`src/rtl/save_slot_controller_if.sv`:
```
`default_nettype none
// ============================================================================
// Module   : save_slot_controller_if
// Brief    : Request/handshake bundle between the key inputs, the save
//            manager and the board engine for save_slot_controller.
// Revision : 1.0 - initial release
// ============================================================================
interface save_slot_controller_if;
    logic [3:0]  slot_sel;
    logic        save_req;
    logic        load_req;
    logic        sim_idle;
    logic        sim_pause;
    logic [3:0]  ram_addr;
    logic        ram_wren;
    logic        board_load;
    logic        busy;
    logic        err;
    logic [1:0]  err_code;
    logic [15:0] slot_valid;

    // Controller side
    modport slave (
        input  slot_sel, save_req, load_req, sim_idle,
        output sim_pause, ram_addr, ram_wren, board_load, busy, err, err_code,
               slot_valid
    );

    // Requester / environment side
    modport master (
        output slot_sel, save_req, load_req, sim_idle,
        input  sim_pause, ram_addr, ram_wren, board_load, busy, err, err_code,
               slot_valid
    );
endinterface
`default_nettype wire

```
`src/rtl/save_slot_controller.sv`:
```
`default_nettype none
// ============================================================================
// Module   : save_slot_controller
// Brief    : Pauses the engine, then issues a one-cycle slot write or a timed
//            slot read followed by a board-load strobe; tracks valid slots.
// Revision : 1.0 - initial release
// ============================================================================
module save_slot_controller #(
    parameter int          READ_LATENCY  = 2,
    parameter logic [15:0] PRESET_MASK   = 16'h801F,
    parameter int          PAUSE_TIMEOUT = 255
) (
    input  wire                   clk,
    input  wire                   rst,
    save_slot_controller_if.slave bus
);

    localparam logic [2:0] S_IDLE       = 3'd0;
    localparam logic [2:0] S_PAUSE      = 3'd1;
    localparam logic [2:0] S_SAVE_WR    = 3'd2;
    localparam logic [2:0] S_LOAD_WAIT  = 3'd3;
    localparam logic [2:0] S_LOAD_APPLY = 3'd4;
    localparam logic [2:0] S_DONE       = 3'd5;

    localparam logic [1:0] c_ERR_PRESET  = 2'd1;
    localparam logic [1:0] c_ERR_EMPTY   = 2'd2;
    localparam logic [1:0] c_ERR_TIMEOUT = 2'd3;

    localparam logic [15:0] c_TIMEOUT_LAST = 16'(PAUSE_TIMEOUT - 1);
    localparam logic [15:0] c_READ_LAST    = 16'(READ_LATENCY - 1);

    logic [2:0]  r_state;
    logic [2:0]  w_state_next;
    logic [15:0] r_cnt;
    logic        r_is_save;
    logic [3:0]  r_ram_addr;
    logic [15:0] r_ram_valid;
    logic        r_err;
    logic [1:0]  r_err_code;

    logic        w_err_set;
    logic [1:0]  w_err_code_next;
    logic [15:0] w_slot_valid;

    logic        w_sim_pause;
    logic        w_ram_wren;
    logic        w_board_load;
    logic        w_busy;

    assign w_slot_valid = PRESET_MASK | r_ram_valid;

    // ------------------------------------------------------------------
    // State register
    // ------------------------------------------------------------------
    always_ff @(posedge clk) begin
        if (rst) begin
            r_state <= S_IDLE;
        end else begin
            r_state <= w_state_next;
        end
    end

    // ------------------------------------------------------------------
    // Next-state and request acceptance
    // ------------------------------------------------------------------
    always_comb begin
        w_state_next    = r_state;
        w_err_set       = 1'b0;
        w_err_code_next = r_err_code;
        case (r_state)
            S_IDLE: begin
                // Save has priority; a simultaneous load is dropped.
                if (bus.save_req) begin
                    if (PRESET_MASK[bus.slot_sel]) begin
                        w_err_set       = 1'b1;
                        w_err_code_next = c_ERR_PRESET;
                    end else begin
                        w_state_next = S_PAUSE;
                    end
                end else if (bus.load_req) begin
                    if (!w_slot_valid[bus.slot_sel]) begin
                        w_err_set       = 1'b1;
                        w_err_code_next = c_ERR_EMPTY;
                    end else begin
                        w_state_next = S_PAUSE;
                    end
                end
            end
            S_PAUSE: begin
                if (bus.sim_idle) begin
                    w_state_next = r_is_save ? S_SAVE_WR : S_LOAD_WAIT;
                end else if (r_cnt == c_TIMEOUT_LAST) begin
                    w_state_next    = S_DONE;
                    w_err_set       = 1'b1;
                    w_err_code_next = c_ERR_TIMEOUT;
                end
            end
            S_SAVE_WR: begin
                w_state_next = S_DONE;
            end
            S_LOAD_WAIT: begin
                if (r_cnt == c_READ_LAST) begin
                    w_state_next = S_LOAD_APPLY;
                end
            end
            S_LOAD_APPLY: begin
                w_state_next = S_DONE;
            end
            S_DONE: begin
                w_state_next = S_IDLE;
            end
            default: begin
                w_state_next = S_IDLE;
            end
        endcase
    end

    // ------------------------------------------------------------------
    // Datapath: slot latch, cycle counter, valid bits, error reporting
    // ------------------------------------------------------------------
    always_ff @(posedge clk) begin
        if (rst) begin
            r_cnt       <= 16'd0;
            r_is_save   <= 1'b0;
            r_ram_addr  <= 4'd0;
            r_ram_valid <= 16'd0;
            r_err       <= 1'b0;
            r_err_code  <= 2'd0;
        end else begin
            r_err <= w_err_set;
            if (w_err_set) begin
                r_err_code <= w_err_code_next;
            end
            // Address tracks the switches only while idle, freezing on accept.
            if (r_state == S_IDLE) begin
                r_ram_addr <= bus.slot_sel;
                if (w_state_next == S_PAUSE) begin
                    r_is_save <= bus.save_req;
                end
            end
            if (r_state != w_state_next) begin
                r_cnt <= 16'd0;
            end else if (r_state == S_PAUSE || r_state == S_LOAD_WAIT) begin
                r_cnt <= r_cnt + 16'd1;
            end
            if (r_state == S_SAVE_WR) begin
                r_ram_valid[r_ram_addr] <= 1'b1;
            end
        end
    end

    // ------------------------------------------------------------------
    // Outputs decoded from state
    // ------------------------------------------------------------------
    always_comb begin
        w_sim_pause  = 1'b0;
        w_ram_wren   = 1'b0;
        w_board_load = 1'b0;
        w_busy       = (r_state != S_IDLE);
        case (r_state)
            S_PAUSE, S_LOAD_WAIT: begin
                w_sim_pause = 1'b1;
            end
            S_SAVE_WR: begin
                w_sim_pause = 1'b1;
                // A reset arriving mid-write must not reach the RAM.
                w_ram_wren  = !rst;
            end
            S_LOAD_APPLY: begin
                w_sim_pause  = 1'b1;
                w_board_load = !rst;
            end
            default: begin
                w_sim_pause = 1'b0;
            end
        endcase
    end

    assign bus.sim_pause  = w_sim_pause;
    assign bus.ram_wren   = w_ram_wren;
    assign bus.board_load = w_board_load;
    assign bus.busy       = w_busy;
    assign bus.ram_addr   = r_ram_addr;
    assign bus.err        = r_err;
    assign bus.err_code   = r_err_code;
    assign bus.slot_valid = w_slot_valid;

endmodule
`default_nettype wire

```
`src/flat_wrapper.sv`:
```
// flat-port wrapper written by rule: the top's interface ports become plain ports
module save_slot_controller_flat 
#(
    parameter int          READ_LATENCY  = 2,
    parameter logic [15:0] PRESET_MASK   = 16'h801F,
    parameter int          PAUSE_TIMEOUT = 255
)
  (clk, rst, bus_slot_sel, bus_save_req, bus_load_req, bus_sim_idle, bus_sim_pause, bus_ram_addr, bus_ram_wren, bus_board_load, bus_busy, bus_err, bus_err_code, bus_slot_valid);
  save_slot_controller_if bus_i ();
  input  wire clk;
  input  wire rst;
  input wire logic [$bits(bus_i.slot_sel)-1:0] bus_slot_sel;
  input wire logic [$bits(bus_i.save_req)-1:0] bus_save_req;
  input wire logic [$bits(bus_i.load_req)-1:0] bus_load_req;
  input wire logic [$bits(bus_i.sim_idle)-1:0] bus_sim_idle;
  output wire logic [$bits(bus_i.sim_pause)-1:0] bus_sim_pause;
  output wire logic [$bits(bus_i.ram_addr)-1:0] bus_ram_addr;
  output wire logic [$bits(bus_i.ram_wren)-1:0] bus_ram_wren;
  output wire logic [$bits(bus_i.board_load)-1:0] bus_board_load;
  output wire logic [$bits(bus_i.busy)-1:0] bus_busy;
  output wire logic [$bits(bus_i.err)-1:0] bus_err;
  output wire logic [$bits(bus_i.err_code)-1:0] bus_err_code;
  output wire logic [$bits(bus_i.slot_valid)-1:0] bus_slot_valid;
  assign bus_i.slot_sel = bus_slot_sel;
  assign bus_i.save_req = bus_save_req;
  assign bus_i.load_req = bus_load_req;
  assign bus_i.sim_idle = bus_sim_idle;
  assign bus_sim_pause = bus_i.sim_pause;
  assign bus_ram_addr = bus_i.ram_addr;
  assign bus_ram_wren = bus_i.ram_wren;
  assign bus_board_load = bus_i.board_load;
  assign bus_busy = bus_i.busy;
  assign bus_err = bus_i.err;
  assign bus_err_code = bus_i.err_code;
  assign bus_slot_valid = bus_i.slot_valid;
  save_slot_controller #(.READ_LATENCY(READ_LATENCY), .PRESET_MASK(PRESET_MASK), .PAUSE_TIMEOUT(PAUSE_TIMEOUT)) u_core (.clk(clk), .rst(rst), .bus(bus_i));
endmodule
```
`config.mk`:
```
export PLATFORM = sky130hd
export DESIGN_NAME = save_slot_controller_flat
export DESIGN_NICKNAME = d
export VERILOG_FILES = /design/src/rtl/save_slot_controller_if.sv /design/src/rtl/save_slot_controller.sv /design/src/flat_wrapper.sv
export SDC_FILE = /design/constraint.sdc
export NUM_CORES = 1
export LEC_CHECK = 0
export CAP_MARGIN = 20
export CORE_ASPECT_RATIO = 0.9
export CORE_MARGIN = 1.5
export CORE_UTILIZATION = 55
export DETAILED_ROUTE_END_ITERATION = 10
export PLACE_DENSITY = 0.85
export SETUP_SLACK_MARGIN = 0.05
export SLEW_MARGIN = 20
export SYNTH_ARGS = -nofsm -noshare
export SYNTH_HDL_FRONTEND = slang
export SYNTH_SLANG_ARGS = --single-unit
```
`constraint.sdc`:
```
create_clock -name clk -period 5.3 [get_ports clk]
set_input_delay 1.06 -clock clk [delete_from_list [all_inputs] [get_ports clk]]
set_output_delay 1.06 -clock clk [all_outputs]
set_load 0.03 [all_outputs]
```
* Yosys cells after proc, flatten, opt, wreduce, memory -nomap -nowiden
Memories as Yosys holds them, arrays and structs flattened. Cells that the tools add are included.
Cells by class: order comparisons 3, div/mod/pow operators 0, mux-type cells 31, multiply operators 0, $add $sub $neg 1, shifts and indexed selects 0, eq/ne operators 13, reduce and logical (&&, ||, !) cells 11, bitwise logic cells 1
Operators with widths (number):
- $mux 3 | 7
- $add 16x1->16 const B | 1
- $eq 16x1->1 const B | 1
- $eq 16x8->1 const B | 1
- $or 16x16->16 | 1
- $mux 1 | 13
- $mux 2 | 6
- $pmux 3 s4 | 1
- $lt 4x5->1 const B | 2
- $reduce_and 7->1 | 1
- $eq 3x1->1 const B | 2
- $eq 3x2->1 const B | 2
- $ne 3x3->1 const B | 2
- $bmux 1 s4 | 1
- $demux 1 s4 | 1
- $ge 4x1->1 const B | 1
- $pmux 2 s2 | 1
- $reduce_or 2->1 | 2
- $reduce_or 4->1 | 1
- $eq 3x3->1 const B | 1
- $logic_not 3->1 | 1
- $ne 3x2->1 const B | 1
- $ne 3x3->1 | 1
- $reduce_bool 3->1 | 1
- other kinds (8) | 8
Word-level totals: bits in writable memories 0, memories 1, ROM bits 16, output and inout port bits 27, bits in registers 43, latch bits 0, input port bits 9, word-level logic and storage cells 68
Memories:
- (name not given) | depth 16, width 1, rd ports 1, clocked after Yosys merged registers in 0, wr ports 0, RTL line save_slot_controller.sv:74 | if (PRESET_MASK[bus.slot_sel]) begin

* Longest topological paths before layout
Gate-level depths: netlist of the first run.
word-level depth 8, depth in mapped cells 8, mapped depth without buffers 7

* Least setup slack after synthesis of the first run
No wires, ideal clock.
kind input to output, start point in rst, end point out bus_ram_wren, data arrival time 1885 ps, path slack 2355 ps, stages 1, path buffers 0, required time 4240 ps, path through nor3_1
On the way: longest elaborated chain between the ends 2
Ends and longest elaborated chain:
- start: declaration | RTL line flat_wrapper.sv:11 | input wire rst;
- $logic_not 1->1 | RTL line save_slot_controller.sv:167 | w_ram_wren = !rst;
- $mux 1 | RTL line save_slot_controller.sv:160 | case (r_state)
- end: declaration | RTL line flat_wrapper.sv:18 | output wire logic [$bits(bus_i.ram_wren)-1:0] bus_ram_wren;
Every way passes these cells.

* Final worst setup path of the first run
start point in rst, end point out bus_board_load
On the way: longest elaborated chain between the ends 2
Ends and longest elaborated chain:
- $logic_not 1->1 | RTL line save_slot_controller.sv:171 | w_board_load = !rst;
- $mux 1 | RTL line save_slot_controller.sv:160
- end: declaration | RTL line flat_wrapper.sv:19 | output wire logic [$bits(bus_i.board_load)-1:0] bus_board_load;
Every way passes these cells.

==> summary.txt, run 1 <==
Run status
  – Status: finished, final reports clean

Clocking
  – CTS root buf: clkbuf_8
  – Post-CTS Setup Bufs: 0
  – Clock sinks: 37
  – Hold Buf Count CTS: 0
  – Worst skew pair latency: 0.29 ns
  – H-tree depth: 2
  – CTS buffer count: 5
  – Register clock-pin slew on the reported worst setup and hold paths: 0.06 ns
  – Post_cts resized: 0
  – Buffer levels on the longest clock path: 2
  – CTS tree: built

Logic synthesis
  – Post-Syn Area: 0.001907 mm2
  – Simple-Gate Fraction of Synth Area: 28.02%
  – Synth Flop Type: dfxtp_1
  – Yosys warning total: 0
  – Mean cell area of the mapped netlist: 8.291 um2
  – Combinational family with the most area after synthesis: simple AND/OR/NAND/NOR gates
  – Top cells by area, synth: dfxtp_1, xnor2_1, nand2_1
  – Compound-gate portion of the synthesized area: 14.96%
  – Sequential area share after synthesis: 38.85%
  – Unique masters post-synth: 46
  – Leading area contributor after synthesis: dfxtp_1
  – Number of synthesized flops with an enable pin: 0
  – Async S/R FF share, synth: 0%
  – Share of synthesized area spent on multiplexers: 1.115%
  – Synth Area in Adders: 1.969%
  – FF+latch count, synth: 37
  – Post-synth top area share: 38.85%
  – XOR/XNOR Fraction of Synth Area: 7.349%
  – Cells after synthesis: 230

Timing
  – Slew Viols, Final: 0
  – Minimum clock period: 3.932 ns
  – WHS: 0.4879 ns
  – RSZ-0062 raised after global routing: no
  – Final setup viols: 0
  – Layout Skew: 0.007695 ns
  – Setup TNS: 0 ns
  – Final worst-path cycle share: 74.19%
  – Highest clock rate: 254.3 MHz
  – Slew @ Worst Pin: 0.7653 ns
  – Final Hold Fails: 0
  – Worst slew margin: 48.58%
  – Final worst slack: 1.368 ns

Cells and area
  – Antenna diode count: 0
  – Multi-input gate area: 0.001041 mm2
  – Commonest non-fill, non-tap cell in the layout: dfxtp_1
  – Reg area: 740.7 um2
  – Final Core Density: 67.50%
  – Most frequent cells in the layout: dfxtp_1, nand2_1, clkdlybuf4s50_1
  – Area delta synth->final: 18.70%
  – NumNets Final: 267
  – Filler cells: 295
  – Layout cell share with drive strength beyond 1: 3.516%

Pwr
  – IR drop worst, VDD: 187.4 uV
  – Leak Pwr: 0.0007832 uW
  – Pwr/cell area: 272.6 mW/mm2

Floorplanning
  – Chip width: 65.07 um
  – Initial Util: 56.87%
  – Row Count: 20
  – Die Area: 0.003830 mm2
  – I/O pin total: 36
  – Die height: 58.86 um
  – Core Area: 0.003353 mm2

Worst setup path
  – Worst path arrival time: 2.87 ns
  – Data required time of the critical path: 4.24 ns
  – CP endpoint kind: primary output
  – R2r worst-path depth: 5
  – Worst setup path category: in2out
  – Critical Path Start Type: primary input
  – CP Max Fanout: 15

Detailed routing
  – Pre-antenna DRT Iters: 4
  – WL/cell: 13.48 um
  – Detail-routed via count per cell: 5.660
  – WL final: 4044 um
  – 1st-iter DRT viols: 135
  – Vias: 1698
  – Final ANT Viol Nets: 0
  – # DRC: 0

Place
  – DP Worst Slack: 1.363 ns
  – IO Port Bufs: 29
  – DP Wirelength: 2897 um
  – RD Place Congestion: 0.8750

GRT
  – Pin count of the biggest net entering global routing: 17
  – Met2 usage: 33.14%
  – Grt met3 use: 5.545%
  – Number of global-route vias before repair: 1464
  – Layer with the highest usage: met1
  – GRT overflow: 0
  – Met1 Use GR: 33.45%
  – First-pass GRT wire length: 6706 um
  – GRT Util Overall: 22.79%
  – Initial antenna violation count: 0

Worst hold path
  – Hold Path Stages: 1
  – Worst hold path class: reg2reg

Flow run
  – # Max-Cap Violations: 0
==> Yosys cell counts (2+ instances only) <==
cell / instances
nor4_1: 2
buf_4: 6
nand2b_1: 3
nor3b_1: 4
dfxtp_1: 37
nand4_1: 7
nor2_1: 22
a211oi_1: 2
nand3_1: 8
nor3_1: 9
nor2b_1: 2
and2_1: 2
o31a_1: 2
and3_1: 3
xnor2_1: 16
nand3b_1: 2
o21ai_0: 4
o2bb2ai_1: 8
and4_1: 5
ha_1: 3
buf_2: 3
clkbuf_1: 7
a31oi_1: 4
o32ai_1: 2
nand2_1: 29
o211ai_1: 2
inv_1: 10
a21oi_1: 8
==> flip-flops by register name (all words and copies together) (netlist names) <==
name                 count
u_core.r_ram_valid      10
u_core.bus.ram_addr      4
u_core.bus.err           1
u_core.r_state           3
u_core.bus.err_code      2
u_core.r_cnt            16
u_core.r_is_save         1
==> critical path, cell delays in order <==
cell and delay [ns]:
clkdlybuf4s50_1 0.45, buf_4 0.20, clkinv_1 0.30, and3_1 0.28, clkdlybuf4s50_1 0.59
==> area by class of cell <==
class | instances | share of cell area [%]
tap | 44 | 2.432
inverter | 11 | 1.824
multi-input combinational | 169 | 45.99
sequential | 37 | 32.73
timing repair buffer | 31 | 13.49
clock buffer | 8 | 3.538
==> path summary, 6_finish.rpt <==
kind / slack [ns] / from / endpoint
setup / recovery: 1.37 / rst / bus_board_load
hold / removal: 0.49 / u_core.r_ram_valid[13] / u_core.r_ram_valid[13]
setup reg to reg: 3.01 / u_core.r_state[0] / u_core.r_cnt[14]
hold reg to reg: 0.49 / u_core.r_ram_valid[13] / u_core.r_ram_valid[13]
==> report_power, final <==
| group | leakage (uW) | internal [uW] | switching [uW] |
|---|---|---|---|
| logic | 0.000444 | 49.9 | 78.9 |
| registers | 0.000300 | 289 | 15.7 |
| clock network | 0.0000395 | 93.3 | 90.6 |
| total | 0.000783 | 432 | 185 |
==> logic make-up after synthesis <==
group / count (synthesis)
compound gates: 39
xor+xnor: 16
fa+ha+maj: 3
buf+inv: 29
flops: 37
mux: 2
other cells: 1
simple gates: 103
==> routing by layer <==
layer	vias up	routed length [um]	part of all wire (%)
li1	852	-	-
met1	788	2038	50
met2	53	1701	42
met3	5	270	6.7
met4	0	34	0.84
met5	-	0	0
==> metrics by stage <==
stage | area [um2] | instances | power, uW
2_1_floorplan | 1926 | 235 | 399.5
3_3_place_gp | 2183 | 292 | 435.4
3_5_place_dp | 2183 | 292 | 437.8
4_1_cts | 2263 | 300 | 619.4
5_1_grt | 2263 | 300 | 649.4
6_report | 2263 | 300 | 617.0
Note: power is estimated with default switching activity, not from simulation.
==> run 2: changes to the inputs <==
Settings changed: CORE_UTILIZATION 55 to 46, PLACE_DENSITY 0.85 to 0.76.
Clock period 5.3 ns to 3.4 ns, I/O delays scaled along.
==> run 2 against run 1 <==
  * Via count down 1.5%
  * Critical path type unchanged
  * Sequential share of layout area decreased by 0.53 points
  * Combinational power rose by 60%
==> summary.txt, run 2 (same netlist as run 1, synthesis figures left out) <==
Run status
  – Status: finished, final reports clean

Timing
  – Worst slew margin: 65.32% (+17 points)
  – Final worst slack: 0.3959 ns (-0.9718 ns)
  – Slew @ Worst Pin: 0.5188 ns (-0.2466 ns)
  – RSZ-0062 raised after global routing: no
  – Final Hold Fails: 0 (unchanged)
  – Highest clock rate: 332.9 MHz
  – Final setup viols: 0 (unchanged)
  – Layout Skew: 0.007102 ns (-0.0005935 ns)
  – Final worst-path cycle share: 88.35%
  – Minimum clock period: 3.004 ns
  – Setup TNS: 0 ns (unchanged)
  – Slew Viols, Final: 0 (unchanged)

Worst setup path
  – RR Startpoint: u_core.r_state[0]
  – Slowest cell on crit path: clkdlybuf4s50_1
  – Delay-heaviest family, CP: buffers and inverters
  – CP peak stage delay: 0.72 ns (+0.13 ns)
  – CP endpoint kind: primary output
  – CP Max Fanout: 9 (-6)
  – Most common cell on crit path: clkdlybuf4s50_1
  – Worst path arrival time: 2.32 ns (-0.55 ns)
  – WP buf/inv: 2 (-2)
  – Reg2reg end: u_core.r_cnt[8]
  – R2r worst-path depth: 5 (unchanged)
  – FF-to-FF setup slack: 1.09 ns (-1.92 ns)
  – Data required time of the critical path: 2.72 ns (-1.52 ns)
  – Worst setup path category: in2out
  – Cells along the critical path: clkdlybuf4s50_1, nor3_1, clkdlybuf4s50_1
  – Critical Path Start Type: primary input

Flow run
  – # Max-Cap Violations: 0 (unchanged)

Detailed routing
  – Vias: 1673 (-1.5%)
  – # DRC: 0 (unchanged)
  – Final ANT Viol Nets: 0 (unchanged)
  – Pre-antenna DRT Iters: 4 (unchanged)
  – WL final: 4070 um (+0.64%)
  – Detail-routed via count per cell: 5.432 (-4.0%)
  – 1st-iter DRT viols: 127 (-5.9%)
  – WL/cell: 13.21 um (-2.0%)

Worst hold path
  – Hold_sp: u_core.r_ram_valid[7]
  – Hold Path Stages: 1 (unchanged)
  – Worst hold path class: reg2reg
  – Min-Delay Endpoint: u_core.r_ram_valid[7]

GRT
  – First-pass GRT wire length: 6768 um (+0.92%)
  – GRT overflow: 0 (unchanged)
  – GRT Util Overall: 18.69% (-4.1 points)
  – Number of global-route vias before repair: 1465 (+0.068%)
  – Pin count of the biggest net entering global routing: 17 (unchanged)
  – Initial antenna violation count: 0 (unchanged)

Pwr
  – Sw Ratio: 30.74% (+0.71 points)
  – Clock power frac: 30.2% (+0.4 points)
  – Pwr/cell area: 423.2 mW/mm2 (+55%)
  – Combinational power share: 21.2% (+0.3 points)
  – Sequential share of power: 48.6% (-0.7 points)
  – Cell internal pwr: 674.5 uW (+56%)
  – Tot Pwr: 973.9 uW (+58%)
  – Leak Pwr: 0.0008082 uW (+3.2%)
  – IR drop worst, VDD: 349.6 uV (+87%)
  – Sw Pwr: 299.3 uW (+62%)

Place
  – DP Wirelength: 2982 um (+2.9%)
  – RD Place Congestion: 0.8906 (+1.8%)
  – IO Port Bufs: 29 (unchanged)
  – Placed Instance Area: 0.002218 mm2 (+1.6%)
  – DP Worst Slack: 0.4066 ns (-0.9563 ns)
  – Dpl cells: 300 (+2.7%)

Clocking
  – CTS tree: built
  – CTS root buf: clkbuf_8
  – Worst skew pair latency: 0.29 ns (about the same)
  – CTS buffer count: 5 (unchanged)
  – Post_cts resized: 0 (unchanged)
  – Hold Buf Count CTS: 0 (unchanged)
  – Post-CTS Setup Bufs: 0 (unchanged)
  – Register clock-pin slew on the reported worst setup and hold paths: 0.07 ns (about the same)
  – H-tree depth: 2 (unchanged)
  – Clock sinks: 37 (unchanged)
  – Buffer levels on the longest clock path: 2 (unchanged)

Cells and area
  – Layout cell share with drive strength beyond 1: 5.769% (+2.3 points)
  – Largest Register: u_core.r_cnt
  – Area delta synth->final: 20.67%
  – Multi-input gate area: 0.001041 mm2 (unchanged)
  – Reg area: 740.7 um2 (unchanged)
  – Non-Filler Instances: 308 (+2.7%)
  – Filler cells: 364 (+23%)
  – Antenna diode count: 0 (unchanged)
  – Commonest non-fill, non-tap cell in the layout: dfxtp_1
  – Most frequent cells in the layout: dfxtp_1, nand2_1, clkdlybuf4s50_1
  – NumNets Final: 271 (+1.5%)
  – Max FFs per register: 16 (unchanged)
  – Design area: 0.002301 mm2 (+1.7%)

Floorplanning
  – Core Area: 0.004019 mm2 (+20%)
  – Row Count: 22 (+10%)
  – Initial Util: 47.45% (-9.4 points)
  – Chip width: 70.87 um (+8.9%)
  – Die height: 64.08 um (+8.9%)
  – I/O pin total: 36 (unchanged)
  – Die Area: 0.004541 mm2 (+19%)
[run 2: changes by cell type in the layout (fill, tap and decap cells not counted), sizes merged]
cell    previous run  this run
clkbuf             8         6
buf                2         6
clkinv             1         3
[run 2: power by group through the flow]
stage | registers (uW) | logic, uW | clock network (uW)
6_report | 473 | 207 | 294
5_1_grt | 476 | 225 | 321
4_1_cts | 473 | 207 | 303
3_5_place_dp | 483 | 206 | 0
3_3_place_gp | 482 | 205 | 0
2_1_floorplan | 489 | 134 | 0
[run 2: layout make-up]
class / count / share of cell area (%)
clock buffer: 6 / 3.154
inverter: 11 / 1.794
timing repair buffer: 35 / 14.57
clock inverter: 2 / 0.4350
multi-input combinational: 169 / 45.24
sequential: 37 / 32.19
tap: 48 / 2.610
[run 2: per-stage QoR]
step           util [%]  hold WS, ns
2_1_floorplan         -       0.5021
6_report          57.25       0.4903
3_5_place_dp      55.20       0.4745
3_3_place_gp      55.20       0.4729
5_1_grt           57.25       0.5038
4_1_cts           57.25       0.4906
[run 2: worst max-delay path by stage]
stage / from / to / cells past startpoint
floorplan: bus_slot_sel[1] / u_core.r_cnt[10] / 6
CTS: rst / bus_ram_wren / 3
global route: rst / bus_ram_wren / 3
detailed placement: rst / bus_ram_wren / 3
finish: rst / bus_ram_wren / 3
global placement: rst / bus_ram_wren / 3
[run 2: worst reg2reg max path, delay by kind of cell, from the launching register on]
| family | cells | cell delay (ns) |
|---|---|---|
| compound gates | 1 | 0.39 |
| flops | 1 | 0.53 |
| simple gates | 4 | 1.27 |
[run 2: per-layer routing]
layer | track usage (%) | vias up | share of wire [%]
li1 | - | 860 | -
met1 | 26.39 | 766 | 52
met2 | 26.99 | 40 | 41
met3 | 4.732 | 7 | 5.0
met4 | 7.783 | 0 | 1.4
met5 | 0 | - | 0
==> run 3: changes to the inputs <==
Settings changed: ABC_CLOCK_PERIOD_IN_PS set to 3400.
==> results of run 3 <==
Same layout as run 2: the final DEF is identical, and so are final timing and power.
==> RTL edit: new RTL, settings of run 1 <==
Reset style: asynchronous (`rst`), changed in 2 clocked blocks.
--- a/src/rtl/save_slot_controller.sv
+++ b/src/rtl/save_slot_controller.sv
@@ -52,7 +52,7 @@
     // ------------------------------------------------------------------
     // State register
     // ------------------------------------------------------------------
-    always_ff @(posedge clk) begin
+    always_ff @(posedge clk or posedge rst) begin
         if (rst) begin
             r_state <= S_IDLE;
         end else begin
@@ -118,7 +118,7 @@
     // ------------------------------------------------------------------
     // Datapath: slot latch, cycle counter, valid bits, error reporting
     // ------------------------------------------------------------------
-    always_ff @(posedge clk) begin
+    always_ff @(posedge clk or posedge rst) begin
         if (rst) begin
             r_cnt       <= 16'd0;
             r_is_save   <= 1'b0;
Behaviour: differs if rst is asserted again (counterexample within 4 cycles, from zero or initial values and one cycle with rst high); with rst held inactive, the same outputs for 10 cycles.
==> RTL edit against run 1 <==
  * Global-route usage is 0.33 points lower
  * Wire length grew 3.3%
  * Sequential cell count did not move
  * Design area up 10%
  * Clock skew is 0.0014 ns lower
  * Critical endpoint is now bus_ram_wren
  * Synthesized cell count is 7.4% lower
  * Sequential share of layout area rose by 4.5 points
  * Count of clock-buffer cells in the layout down 3
  * Worst setup slack gained 0.42 ns
  * Die area is 9.0% higher
  * Synthesized area grew 9.5%
Power is not compared: it rests on default switching activity, and its combinational part moved more than twofold at a synthesized area within 25%.
==> RTL edit: results (changes against run 1) <==
- Most instantiated flip-flop cell in the synthesis netlist: sky130_fd_sc_hd__dfrtp_1
- Post-synth ARST share: 1.00 (+1.00)
- Routed Wire Length: 4180 um (+3.3%)
- Wire length on met2: 1840 um (+8.1%)
- R2R Setup Slk: 3.17 ns (+0.16 ns)
- Signed area change from the synthesized netlist to the final layout: 19.2%
- Amount of wire on met3 after detailed routing: 246 um (-8.9%)
- Total of plain and repair buffers excluding clock buffers: 30 (-3.2%)
- Top post-synthesis cells by count: 37 x sky130_fd_sc_hd__dfrtp_1, 19 x sky130_fd_sc_hd__nand2_1, 15 x sky130_fd_sc_hd__nor2_1
- Hold_ws: 0.506 ns (+0.0182 ns)
- Final routed wire length divided by cell count: 14.6 um (+8.0%)
- Layout buffering overhead excluding clock cells: 0.120 (-0.0152)
- Parity-gate share of the synthesized area counting xor and xnor cells: 0.0671 (-0.00638)
- Proportion of layout cells with a drive suffix above 1: 0.120 (+0.0852)
- Area of the placeable core: 0.00368 sq mm (+9.7%)
- Gp weighted congestion: 0.788 (-9.9%)
- Average cell area after synthesis: 9.80 sq um (+18%)
- Number of cells on the worst hold path: 2 (+1)
- Placed Cells: 279 (-4.5%)
- GR met3 Demand/Resource: 0.0622 (+0.00671)
- Data arrival time of the critical path: 2.45 ns (-0.42 ns)
- Detailed-route via count: 1563 (-8.0%)
- Count of routing violations after the opening detailed-route iteration: 91 (-33%)
- Delay contributed by the slowest stage of the critical path: 0.72 ns (+0.13 ns)
- Final-layout fill cell count: 280 (-5.1%)
- Slew HR: 0.623 (+0.138)
- Result of the run: finished, final reports clean
- Maximum fanout along the worst path: 2 (-13)
- Pin count of the biggest net entering global routing: 38 (+21)
- Inverters: 14 (+3)
- Final-layout clock buffer total: 5 (-3)
- Fin Clk Skew: 0.00631 ns (-0.00139 ns)
==> RTL edit: where the power goes <==
| part | total, W | switching [W] | internal, W |
|---|---|---|---|
| logic | 0.000578 | 0.000345 | 0.000234 |
| clock network | 0.000291 | 0.000104 | 0.000187 |
| registers | 0.000447 | 0.0000912 | 0.000356 |
==> RTL edit: path summary, 6_finish.rpt <==
kind                                                    start                                 end
setup / recovery                                          rst                        bus_ram_wren
hold / removal             u_core.r_ram_valid[12]$_DFFE_PP0N_  u_core.r_ram_valid[12]$_DFFE_PP0N_
setup reg to reg                  u_core.r_cnt[1]$_DFFE_PP0P_         u_core.r_cnt[1]$_DFFE_PP0P_
hold reg to reg            u_core.r_ram_valid[12]$_DFFE_PP0N_  u_core.r_ram_valid[12]$_DFFE_PP0N_
max in group asynchronous                                 rst        u_core.r_cnt[11]$_DFFE_PP0P_
min in group asynchronous                                 rst  u_core.bus.ram_addr[3]$_DFFE_PP0P_
